==> src/rtl/seven_seg_capture_pkg.sv <==
// Purpose : shared definitions for the seven-segment capture path (glyphs, com codes, FSM state).
// Latency : n/a (package).
// Backpr. : n/a (package).
package seven_seg_capture_pkg;

  // Lit-segment pattern, bit0=a ... bit6=g, 1 = segment lit.
  typedef logic [6:0] seg_pattern_t;

  // Hex glyphs, shared with the encode side.
  localparam seg_pattern_t GLYPH_0 = 7'h3F;
  localparam seg_pattern_t GLYPH_1 = 7'h06;
  localparam seg_pattern_t GLYPH_2 = 7'h5B;
  localparam seg_pattern_t GLYPH_3 = 7'h4F;
  localparam seg_pattern_t GLYPH_4 = 7'h66;
  localparam seg_pattern_t GLYPH_5 = 7'h6D;
  localparam seg_pattern_t GLYPH_6 = 7'h7D;
  localparam seg_pattern_t GLYPH_7 = 7'h07;
  localparam seg_pattern_t GLYPH_8 = 7'h7F;
  localparam seg_pattern_t GLYPH_9 = 7'h6F;
  localparam seg_pattern_t GLYPH_A = 7'h77;
  localparam seg_pattern_t GLYPH_B = 7'h7C;
  localparam seg_pattern_t GLYPH_C = 7'h39;
  localparam seg_pattern_t GLYPH_D = 7'h5E;
  localparam seg_pattern_t GLYPH_E = 7'h79;
  localparam seg_pattern_t GLYPH_F = 7'h71;

  // Digit select codes.
  localparam logic [1:0] COM_UPPER = 2'b01;
  localparam logic [1:0] COM_LOWER = 2'b10;

  typedef enum logic [1:0] {
    ST_IDLE   = 2'd0,
    ST_SETTLE = 2'd1,
    ST_SAMPLE = 2'd2,
    ST_HOLD   = 2'd3
  } cap_state_t;

  function automatic logic com_is_valid(input logic [1:0] com);
    return (com == COM_UPPER) || (com == COM_LOWER);
  endfunction

endpackage

==> src/rtl/seven_seg_capture_seg_to_nibble.sv <==
// Purpose : decode a lit seven-segment pattern back to its hex nibble.
// Latency : combinational.
// Backpr. : none.
// Ports   : i_lit = lit pattern (g..a); o_nibble = decoded value; o_match = pattern is a hex glyph.
module seg_to_nibble
  import seven_seg_capture_pkg::*;
(
  input  seg_pattern_t i_lit,
  output logic [3:0]   o_nibble,
  output logic         o_match
);

  always_comb begin
    o_nibble = 4'h0;
    o_match  = 1'b1;
    case (i_lit)
      GLYPH_0: o_nibble = 4'h0;
      GLYPH_1: o_nibble = 4'h1;
      GLYPH_2: o_nibble = 4'h2;
      GLYPH_3: o_nibble = 4'h3;
      GLYPH_4: o_nibble = 4'h4;
      GLYPH_5: o_nibble = 4'h5;
      GLYPH_6: o_nibble = 4'h6;
      GLYPH_7: o_nibble = 4'h7;
      GLYPH_8: o_nibble = 4'h8;
      GLYPH_9: o_nibble = 4'h9;
      GLYPH_A: o_nibble = 4'hA;
      GLYPH_B: o_nibble = 4'hB;
      GLYPH_C: o_nibble = 4'hC;
      GLYPH_D: o_nibble = 4'hD;
      GLYPH_E: o_nibble = 4'hE;
      GLYPH_F: o_nibble = 4'hF;
      default: o_match  = 1'b0;
    endcase
  end

endmodule

==> src/rtl/seven_seg_capture.sv <==
// Purpose : sniff a two-digit multiplexed seven-segment bus and rebuild the displayed byte.
// Latency : sample at 2 + SETTLE_CYCLES + 1 clk after a com edge; data_valid 1 clk after the qualifying frame.
// Backpr. : data_valid/data_ready; an unconsumed byte is overwritten by a newer one and overrun is set.
// Ports   : clk/rst (async active-high), seg_in/com_in (raw display lines), data_out/data_valid/data_ready
//           (byte handshake), overrun/pattern_err (sticky), link_lost (no com activity).
module seven_seg_capture
  import seven_seg_capture_pkg::*;
#(
  parameter bit SEG_ACTIVE_LOW = 1'b1,
  parameter int SETTLE_CYCLES  = 16,
  parameter int STABLE_FRAMES  = 3,
  parameter int TIMEOUT_CYCLES = 2000000
) (
  input  logic       clk,
  input  logic       rst,
  input  logic [6:0] seg_in,
  input  logic [1:0] com_in,
  output logic [7:0] data_out,
  output logic       data_valid,
  input  logic       data_ready,
  output logic       overrun,
  output logic       pattern_err,
  output logic       link_lost
);

  localparam int         TO_W        = $clog2(TIMEOUT_CYCLES + 1);
  localparam logic [TO_W-1:0] TO_LAST = TO_W'(TIMEOUT_CYCLES - 1);
  localparam logic [7:0] SETTLE_LAST = 8'(SETTLE_CYCLES - 1);
  localparam logic [3:0] STABLE_N    = 4'(STABLE_FRAMES);

  // Input synchronizers
  logic [6:0] r_seg_s1, r_seg_s2;
  logic [1:0] r_com_s1, r_com_s2;

  always_ff @(posedge clk or posedge rst) begin
    if (rst) begin
      r_seg_s1 <= '0;
      r_seg_s2 <= '0;
      r_com_s1 <= '0;
      r_com_s2 <= '0;
    end else begin
      r_seg_s1 <= seg_in;
      r_seg_s2 <= r_seg_s1;
      r_com_s1 <= com_in;
      r_com_s2 <= r_com_s1;
    end
  end

  seg_pattern_t w_lit;
  logic [1:0]   w_com;
  assign w_lit = SEG_ACTIVE_LOW ? ~r_seg_s2 : r_seg_s2;
  assign w_com = r_com_s2;

  // Sequencer
  cap_state_t  r_state, w_state_nxt;
  logic [1:0]  r_com_cur;
  logic [7:0]  r_settle_cnt;
  logic        w_com_ok, w_com_chg, w_enter_settle, w_sample;

  assign w_com_ok  = com_is_valid(w_com);
  assign w_com_chg = (w_com != r_com_cur);

  always_ff @(posedge clk or posedge rst) begin
    if (rst) r_state <= ST_IDLE;
    else     r_state <= w_state_nxt;
  end

  always_comb begin
    w_state_nxt = r_state;
    case (r_state)
      ST_IDLE: begin
        if (w_com_ok) w_state_nxt = ST_SETTLE;
      end
      ST_SETTLE: begin
        if (w_com_chg)                        w_state_nxt = w_com_ok ? ST_SETTLE : ST_IDLE;
        else if (r_settle_cnt == SETTLE_LAST) w_state_nxt = ST_SAMPLE;
      end
      ST_SAMPLE: w_state_nxt = ST_HOLD;
      ST_HOLD: begin
        if (w_com_chg) w_state_nxt = w_com_ok ? ST_SETTLE : ST_IDLE;
      end
      default: w_state_nxt = ST_IDLE;
    endcase
  end

  // A com change while settling counts as a fresh entry for the new digit.
  always_comb begin
    w_enter_settle = (w_state_nxt == ST_SETTLE) && ((r_state != ST_SETTLE) || w_com_chg);
    w_sample       = (r_state == ST_SAMPLE);
  end

  always_ff @(posedge clk or posedge rst) begin
    if (rst) begin
      r_com_cur    <= '0;
      r_settle_cnt <= '0;
    end else if (w_enter_settle) begin
      r_com_cur    <= w_com;
      r_settle_cnt <= '0;
    end else if (r_state == ST_SETTLE) begin
      r_settle_cnt <= r_settle_cnt + 8'd1;
    end
  end

  // Link timeout: restarts on every settle entry, saturates at the last count.
  logic [TO_W-1:0] r_to_cnt;
  logic            w_timeout;
  assign w_timeout = !w_enter_settle && (r_to_cnt == TO_LAST);

  always_ff @(posedge clk or posedge rst) begin
    if (rst)                     r_to_cnt <= '0;
    else if (w_enter_settle)     r_to_cnt <= '0;
    else if (r_to_cnt != TO_LAST) r_to_cnt <= r_to_cnt + 1'b1;
  end

  // Decode and frame assembly
  logic [3:0] w_nib;
  logic       w_match;

  seg_to_nibble u_dec (
    .i_lit   (w_lit),
    .o_nibble(w_nib),
    .o_match (w_match)
  );

  logic [3:0] r_upper, r_lower;
  logic       r_up_cap, r_lo_cap;
  logic [7:0] r_prev_frame;
  logic       r_prev_vld;
  logic [3:0] r_stable_cnt;
  logic [7:0] r_data_out;
  logic       r_data_valid, r_overrun, r_pattern_err, r_link_lost;
  logic       r_force;  // next qualifying frame updates even if equal to data_out

  logic       w_is_upper, w_sample_ok, w_sample_bad, w_frame_done, w_same, w_update, w_accept;
  logic [7:0] w_frame;
  logic [3:0] w_stable_nxt;

  assign w_is_upper   = (r_com_cur == COM_UPPER);
  assign w_sample_ok  = w_sample && w_match;
  assign w_sample_bad = w_sample && !w_match;
  // The frame completes on the sample that supplies the missing digit.
  assign w_frame_done = w_sample_ok && (w_is_upper ? r_lo_cap : r_up_cap);
  assign w_frame      = w_is_upper ? {w_nib, r_lower} : {r_upper, w_nib};
  assign w_same       = r_prev_vld && (w_frame == r_prev_frame);
  assign w_stable_nxt = !w_same ? 4'd1 : ((r_stable_cnt == 4'hF) ? 4'hF : r_stable_cnt + 4'd1);
  assign w_update     = w_frame_done && !w_timeout && (w_stable_nxt >= STABLE_N) &&
                        ((w_frame != r_data_out) || r_force);
  assign w_accept     = r_data_valid && data_ready;

  always_ff @(posedge clk or posedge rst) begin
    if (rst) begin
      r_upper       <= '0;
      r_lower       <= '0;
      r_up_cap      <= 1'b0;
      r_lo_cap      <= 1'b0;
      r_prev_frame  <= '0;
      r_prev_vld    <= 1'b0;
      r_stable_cnt  <= '0;
      r_pattern_err <= 1'b0;
      r_link_lost   <= 1'b0;
      r_force       <= 1'b1;
      r_data_out    <= '0;
      r_data_valid  <= 1'b0;
      r_overrun     <= 1'b0;
    end else begin
      if (w_sample_ok && w_is_upper)  r_upper <= w_nib;
      if (w_sample_ok && !w_is_upper) r_lower <= w_nib;

      if (w_timeout) begin
        r_up_cap     <= 1'b0;
        r_lo_cap     <= 1'b0;
        r_stable_cnt <= '0;
        r_prev_vld   <= 1'b0;
        r_link_lost  <= 1'b1;
        r_force      <= 1'b1;
      end else if (w_sample_bad) begin
        r_pattern_err <= 1'b1;
        r_up_cap      <= 1'b0;
        r_lo_cap      <= 1'b0;
        r_stable_cnt  <= '0;
      end else if (w_frame_done) begin
        r_up_cap     <= 1'b0;
        r_lo_cap     <= 1'b0;
        r_stable_cnt <= w_stable_nxt;
        r_prev_frame <= w_frame;
        r_prev_vld   <= 1'b1;
        r_link_lost  <= 1'b0;
      end else if (w_sample_ok) begin
        if (w_is_upper) r_up_cap <= 1'b1;
        else            r_lo_cap <= 1'b1;
      end

      // An update wins over a same-cycle accept: the new byte stays valid.
      if (w_update) begin
        r_data_out   <= w_frame;
        r_data_valid <= 1'b1;
        r_force      <= 1'b0;
        if (r_data_valid && !data_ready) r_overrun <= 1'b1;
      end else if (w_accept) begin
        r_data_valid <= 1'b0;
      end
    end
  end

  assign data_out    = r_data_out;
  assign data_valid  = r_data_valid;
  assign overrun     = r_overrun;
  assign pattern_err = r_pattern_err;
  assign link_lost   = r_link_lost;

endmodule
==> config.mk <==
export PLATFORM = sky130hd
export DESIGN_NAME = seven_seg_capture
export DESIGN_NICKNAME = d
export VERILOG_FILES = /design/src/rtl/seven_seg_capture_pkg.sv /design/src/rtl/seven_seg_capture_seg_to_nibble.sv /design/src/rtl/seven_seg_capture.sv
export SDC_FILE = /design/constraint.sdc
export NUM_CORES = 1
export LEC_CHECK = 0
export CAP_MARGIN = 20
export CORE_ASPECT_RATIO = 0.6
export CORE_MARGIN = 4
export CORE_UTILIZATION = 64
export DETAILED_ROUTE_END_ITERATION = 16
export GPL_TIMING_DRIVEN = 0
export PLACE_DENSITY = 0.84
export SYNTH_ARGS = -nofsm -noshare
export SYNTH_HDL_FRONTEND = slang
export SYNTH_SLANG_ARGS = --single-unit
==> constraint.sdc <==
create_clock -name clk -period 9.2 [get_ports clk]
set_input_delay 0.92 -clock clk [delete_from_list [all_inputs] [get_ports clk]]
set_output_delay 0.92 -clock clk [all_outputs]
set_load 0.02 [all_outputs]
# Word level (Yosys, flattened, before mapping)
# Index checks and enable logic that the tools add are counted.
totals:
  elab_cells: 137
  register_bits: 87
  output_inout_bits: 12
  input_bits: 12
op_classes:
  reduce_logical: 37
  n_eq_ne: 33
  bitwise: 3
  order_cmp: 1
  n_addsub: 3
  muxes: 39
ops:
  columns: ["cell", "count"]
  rows:
  - ["$eq 7x7->1 const B", 12]
  - ["$pmux 4 s15", 1]
  - ["$mux 21", 2]
  - ["$mux 8", 3]
  - ["$mux 1", 23]
  - ["$add 21x1->21 const B", 1]
  - ["$eq 21x21->1 const B", 1]
  - ["$ne 21x21->1 const B", 1]
  - ["$mux 4", 5]
  - ["$reduce_or 16->1", 1]
  - ["$eq 7x3->1 const B", 2]
  - ["$eq 7x6->1 const B", 2]
  - ["$logic_and 1x1->1", 13]
  - ["$reduce_and 2->1", 5]
  - ["$reduce_bool 2->1", 5]
  - ["$add 8x1->8 const B", 1]
  - ["$eq 2x1->1 const B", 4]
  - ["$eq 8x4->1 const B", 1]
  - ["$eq 8x8->1", 1]
  - ["$mux 2", 4]
  - ["$ne 8x8->1", 1]
  - ["$pmux 2 s4", 1]
  - ["$reduce_bool 4->1", 2]
  - ["$not 7->7", 1]
  - ["other kinds (14)", 23]

# Longest topological paths before layout
depth:
  word_depth: 14
  depth_mapped: 11
  ltp_nobuf: 9

# Modules after synthesis
# From an unflattened synthesis, not the netlist that was laid out.
hier_totals:
  cells_unflattened: 457
  hier_area_um2: 4634.4
by_module_without_submodules:
  columns: ["module", "seq_area_each_um2", "cells_per_inst", "n_inst", "area_each_um2"]
  rows:
  - ["seven_seg_capture", 2178.3, 400, 1, 4234.1]
  - ["seg_to_nibble", 0.0, 57, 1, 400.4]

# Worst setup path after synthesis
# OpenSTA, ideal clock, no wires.
synth_path:
  path_kind: "register to register"
  startpoint: "reg r_seg_s2[3]"
  endpoint: "reg r_data_out[2] (netlist: data_out[2])"
  setup_time_ps: 125
  synth_period_minus_slack_ps: 3066
  path_buffers: 2
  t_arrival_ps: 2941
  t_required_ps: 9075
  slack_ps: 6134
  stages_incl_launch_ff: 11
  cell_sequence: "dfrtp_1 > buf_2 > or3_1 > nor3_1 > nor3_4 > mux2i_1 > or4_1 > and4bb_4 > o311a_1 > buf_6 > mux2_4"
synth_between:
  elab_chain_len: 10
  elab_cells_between_ends: 32
  cone_classes: "1 x order compare; 18 x eq/ne; 4 x mux; 1 x bitwise; 8 x reduce/logical"
synth_lines:
  columns: ["element", "line_no", "text"]
  rows:
  - ["from (decl)", "seven_seg_capture.sv:32", "logic [6:0] r_seg_s1, r_seg_s2;"]
  - ["from (signal assigned)", "seven_seg_capture.sv:43", "r_seg_s2 <= r_seg_s1;"]
  - ["$not 7->7 *", "seven_seg_capture.sv:51", "assign w_lit = SEG_ACTIVE_LOW ? ~r_seg_s2 : r_seg_s2;"]
  - ["$eq 7x7->1 (tied with other cells)", "seven_seg_capture_seg_to_nibble.sv:16", "case (i_lit)"]
  - ["$pmux 4 s15", "seven_seg_capture_seg_to_nibble.sv:16", null]
  - ["$mux 8", "seven_seg_capture.sv:143", "assign w_frame = w_is_upper ? {w_nib, r_lower} : {r_upper, w_nib};"]
  - ["$eq 8x8->1", "seven_seg_capture.sv:144", "assign w_same = r_prev_vld && (w_frame == r_prev_frame);"]
  - ["$logic_and 1x1->1", "seven_seg_capture.sv:144", null]
  - ["$mux 4", "seven_seg_capture.sv:145", "assign w_stable_nxt = !w_same ? 4'd1 : ((r_stable_cnt == 4'hF) ? 4'hF : r_stable_cnt + 4'd1);"]
  - ["$ge 4x2->1", "seven_seg_capture.sv:146", "assign w_update = w_frame_done && !w_timeout && (w_stable_nxt >= STABLE_N) &&"]
  - ["$logic_and 1x1->1 (2 in series)", "seven_seg_capture.sv:146", null]
  - ["to (signal assigned)", "seven_seg_capture.sv:195", "r_data_out <= w_frame;"]
  - ["to (decl)", "seven_seg_capture.sv:130", "logic [7:0] r_data_out;"]
# Every way passes the cells marked *; elsewhere a longest branch is shown, timed or not.
# A chain may end at the register's enable or synchronous reset.

# Worst setup path after layout
layout_path:
  startpoint: "reg r_com_cur[1]"
  endpoint: "reg r_data_out[2] (netlist: data_out[2])"
layout_between:
  elab_chain_len: 11
  elab_cells_between_ends: 23
  cone_classes: "1 x order compare; 5 x eq/ne; 6 x mux; 11 x reduce/logical"
layout_lines:
  columns: ["element", "line_no", "text"]
  rows:
  - ["from (decl)", "seven_seg_capture.sv:56", "logic [1:0] r_com_cur;"]
  - ["from (signal assigned)", "seven_seg_capture.sv:97", "r_com_cur <= w_com;"]
  - ["branches (longest 11 deep; another with $ge 4x2->1)", null, null]
# Several ways; the timed one is not identified.

==> metrics <==
clock latency on the worst-skew pair=0.34 ns; CTS-repair resized insts=0; library cell used as clock root buffer=sky130_fd_sc_hd__clkbuf_16; worst min-delay path category=flip-flop to flip-flop; Buffers & Inverters on Critical Path=4; initial detailed-routing violation count=400; actual transition at the worst max-transition pin=1.099 ns; die width=116.8 µm; cells traversed along the worst timing path=nor2b_1 > clkbuf_1 > buf_1 > clkbuf_1 > o31ai_1 > xnor2_1 > nor2_1 > o2111ai_1 > o311a_1 > buf_6 > mux2_4; run status=finished clean; leakage component of the power=2.302 nW; buffers from clock root to sink, at most=2; die area=roughly 8600 µm²; die height=73.29 µm; sink count of the clock tree=87; flip-flop and latch count after synthesis=87; sort of element at the start of the critical path=flip-flop; Worst path most repeated cell=sky130_fd_sc_hd__clkbuf_1; relative slew slack=26.20%; DRC violation count after routing=0; Storage cell area=2178 µm²; overflow left after global routing=0; count of nets left with antenna violations after detail routing=0; wire length per cell=roughly 18 µm; Crit path largest cell delay=about 0.44 ns; leading cell type by number of instances after synthesis=sky130_fd_sc_hd__dfrtp_1; area growth from synthesis to layout=14.39%; First-pass DRT Iterations=5; post-synthesis sequential area ratio=47.91%; minimum clock period=3.673 ns; CP Max Fanout=10; total power per unit cell area=182.8 nW/µm²; number of buffers inserted by hold repair at cts=0; Post-synth EDFFs=0; sequential share of power=44.1%; Layout Skew=0.005946 ns; internal power component=0.6669 mW; primary flip-flop cell chosen by synthesis mapping=sky130_fd_sc_hd__dfrtp_1; maximum number of pins on one net before global-route repair=63; CP endpoint kind=flip-flop; setup bufs post-CTS=0; Pwr Total=0.9508 mW; CTS clk-pin slew, worst paths=~0.06 ns; final setup TNS=0 ns; final worst-path cycle share=about 40%; number of warning messages in the yosys log=0; area fraction of the dominant cell type after synthesis=47.33%; top area cells in the synthesized netlist=sky130_fd_sc_hd__dfrtp_1, sky130_fd_sc_hd__nor2_1, sky130_fd_sc_hd__xor2_1; unrepaired setup endpoints after global routing=false; number of standard cells after synthesis=466; synthesized cell area=4547 µm²; number of global-route vias before repair=between 3,000 and 4,000; via count=3,703; portion of total power attributed to combinational logic=19.7%; number of input and output port buffers inserted=23; count of nets after finishing=516; final wirelength=10,580 µm; achievable clock frequency=272.3 MHz; number of top-level design ports=24; count of final hold-check violations=0; Final Core Density=76.58%; Unique masters post-synth=~70; total number of placement rows=23; async set or reset register ratio after synthesis=100.0%; per-instance average area after synthesis=9.757 µm²; wire length of the first global-routing pass=17,730 µm; weighted congestion reported at the end of routability-driven placement=0.9233; aggregate global-route resource usage=between 20% and 30%; total nets after synthesis=481; htree depth=3; Sw Pwr=between 0.2 and 0.3 mW; HPWL after detailed placement=7568 µm; critical path class=flip-flop to flip-flop; switching share of power=between 20% and 30%; initial cell density of the core=66.95%; max_cap viols=0; slowest stage cell, crit path=sky130_fd_sc_hd__clkbuf_1; number of vias per cell after detailed routing=6.245; Final setup violation count=0; family with the most delay on the worst path=buffers and inverters; largest vdd supply drop=0.0001179 V; number of antenna violations at the first check in global routing=0; max-slew violation count=0; number of buffers added by the clock tree synthesis step=9; share of post-route cells with drive strength above 1=10.08%; dominant cell type by area after synthesis=sky130_fd_sc_hd__dfrtp_1; count of inserted antenna diode cells=0; data required time at the worst endpoint=9.42 ns; TritonCTS clock tree=done; area used by multi-input combinational logic=approximately 2200 µm²; filler cell count=477; clock power share=36.1%; ranking of synthesized cells by instance count=sky130_fd_sc_hd__dfrtp_1, sky130_fd_sc_hd__nor2_1, sky130_fd_sc_hd__nand2_1; arrival time at the worst endpoint=approximately 4 ns; placeable core region=6792 µm²
## cell families (layout without fill, tap and decap cells)
family | after synthesis | in the layout | synth area share (%)
and+or+nand+nor | 203 | 203 | 23.42
DFF | 87 | 87 | 47.91
AOI/OAI and AO/OA | 79 | 79 | 11.78
xor gates and xnor gates | 41 | 41 | 7.898
buffers and inverters | 35 | 75 | 3.522
muxes | 18 | 18 | 4.650
adders and majority gates | 3 | 3 | 0.8256
## worst register-to-register path: cells and delay by family (launching register included)
kind	cells	cell delay, ns
buffers and inverters	4	1.42
muxes	1	0.30
xor gates and xnor gates	1	0.17
AOI/OAI and AO/OA	3	0.92
and+or+nand+nor	2	0.31
DFF	1	0.43
## placed cells by master (no fill, tap or decap), types with 6 or more instances in the layout
cell type	n
sky130_fd_sc_hd__a21oi_1	23
sky130_fd_sc_hd__and3_1	9
sky130_fd_sc_hd__clkbuf_1	11
sky130_fd_sc_hd__clkbuf_16	9
sky130_fd_sc_hd__clkdlybuf4s50_1	23
sky130_fd_sc_hd__dfrtp_1	86
sky130_fd_sc_hd__inv_1	14
sky130_fd_sc_hd__mux2i_1	8
sky130_fd_sc_hd__nand2_1	34
sky130_fd_sc_hd__nand2b_1	9
sky130_fd_sc_hd__nand3_1	13
sky130_fd_sc_hd__nand4_1	7
sky130_fd_sc_hd__nor2_1	68
sky130_fd_sc_hd__nor3_1	18
sky130_fd_sc_hd__o21ai_0	19
sky130_fd_sc_hd__or3_1	6
sky130_fd_sc_hd__xnor2_1	16
sky130_fd_sc_hd__xor2_1	25
## layer usage
metal / GRT usage, % / part of all wire, % / vias up
met4: 6.997 / 1.1 / 0
met2: 38.50 / 42 / 140
met1: 39.57 / 47 / 1828
li1: - / - / 1723
met3: 9.794 / 9.2 / 12
met5: 0 / 0 / -
## power groups by stage
stage	clock network (mW)	logic [mW]	registers (mW)
final	0.343	0.188	0.420
after global routing	0.367	0.208	0.422
after CTS	0.349	0.183	0.419
after detailed placement	0	0.181	0.426
after global placement	0	0.175	0.424
after floorplan	0	0.134	0.421
## layout make-up
type	count	share of cell area (%)
Tap cell	87	2.093
Multi-Input combinational cell	344	42.46
Clock inverter	4	0.5533
Sequential cell	87	41.88
Clock buffer	12	4.931
Inverter	16	1.203
Timing Repair Buffer	24	4.955
Buffer	19	1.924
## sequential cells by signal, indices dropped and copies added, names as in the netlist
register      cells
r_upper           4
overrun           1
r_stable_cnt      4
data_valid        1
r_com_cur         2
data_out          8
r_seg_s2          7
r_prev_frame      8
r_prev_vld        1
r_settle_cnt      8
r_seg_s1          7
r_com_s2          2
r_state           2
r_lower           4
link_lost         1
r_to_cnt         21
pattern_err       1
r_force           1
r_up_cap          1
r_lo_cap          1
r_com_s1          2
## through the flow
stage	setup WS (ns)	cell area [µm²]	hold WS, ns	cells
2_1_floorplan	6.031	4547	0.3312	466
6_report	5.527	5201	0.3475	593
5_1_grt	5.350	5201	0.3537	593
4_1_cts	5.650	5201	0.3479	593
3_3_place_gp	4.744	4886	0.3327	576
3_5_place_dp	5.676	4916	0.3347	577
## worst paths after layout
path	from	endpoint	slack, ns	cells after the start
setup / recovery	r_com_cur[1]	data_out[2]	5.53	11
hold / removal	r_com_s1[0]	r_com_s2[0]	0.35	0
setup reg to reg	r_com_cur[1]	data_out[2]	5.53	11
hold reg to reg	r_com_s1[0]	r_com_s2[0]	0.35	0
max in group asynchronous	rst	r_force	7.62	3
min in group asynchronous	rst	r_seg_s1[5]	0.93	2
Power figures use the tool's default switching activity.
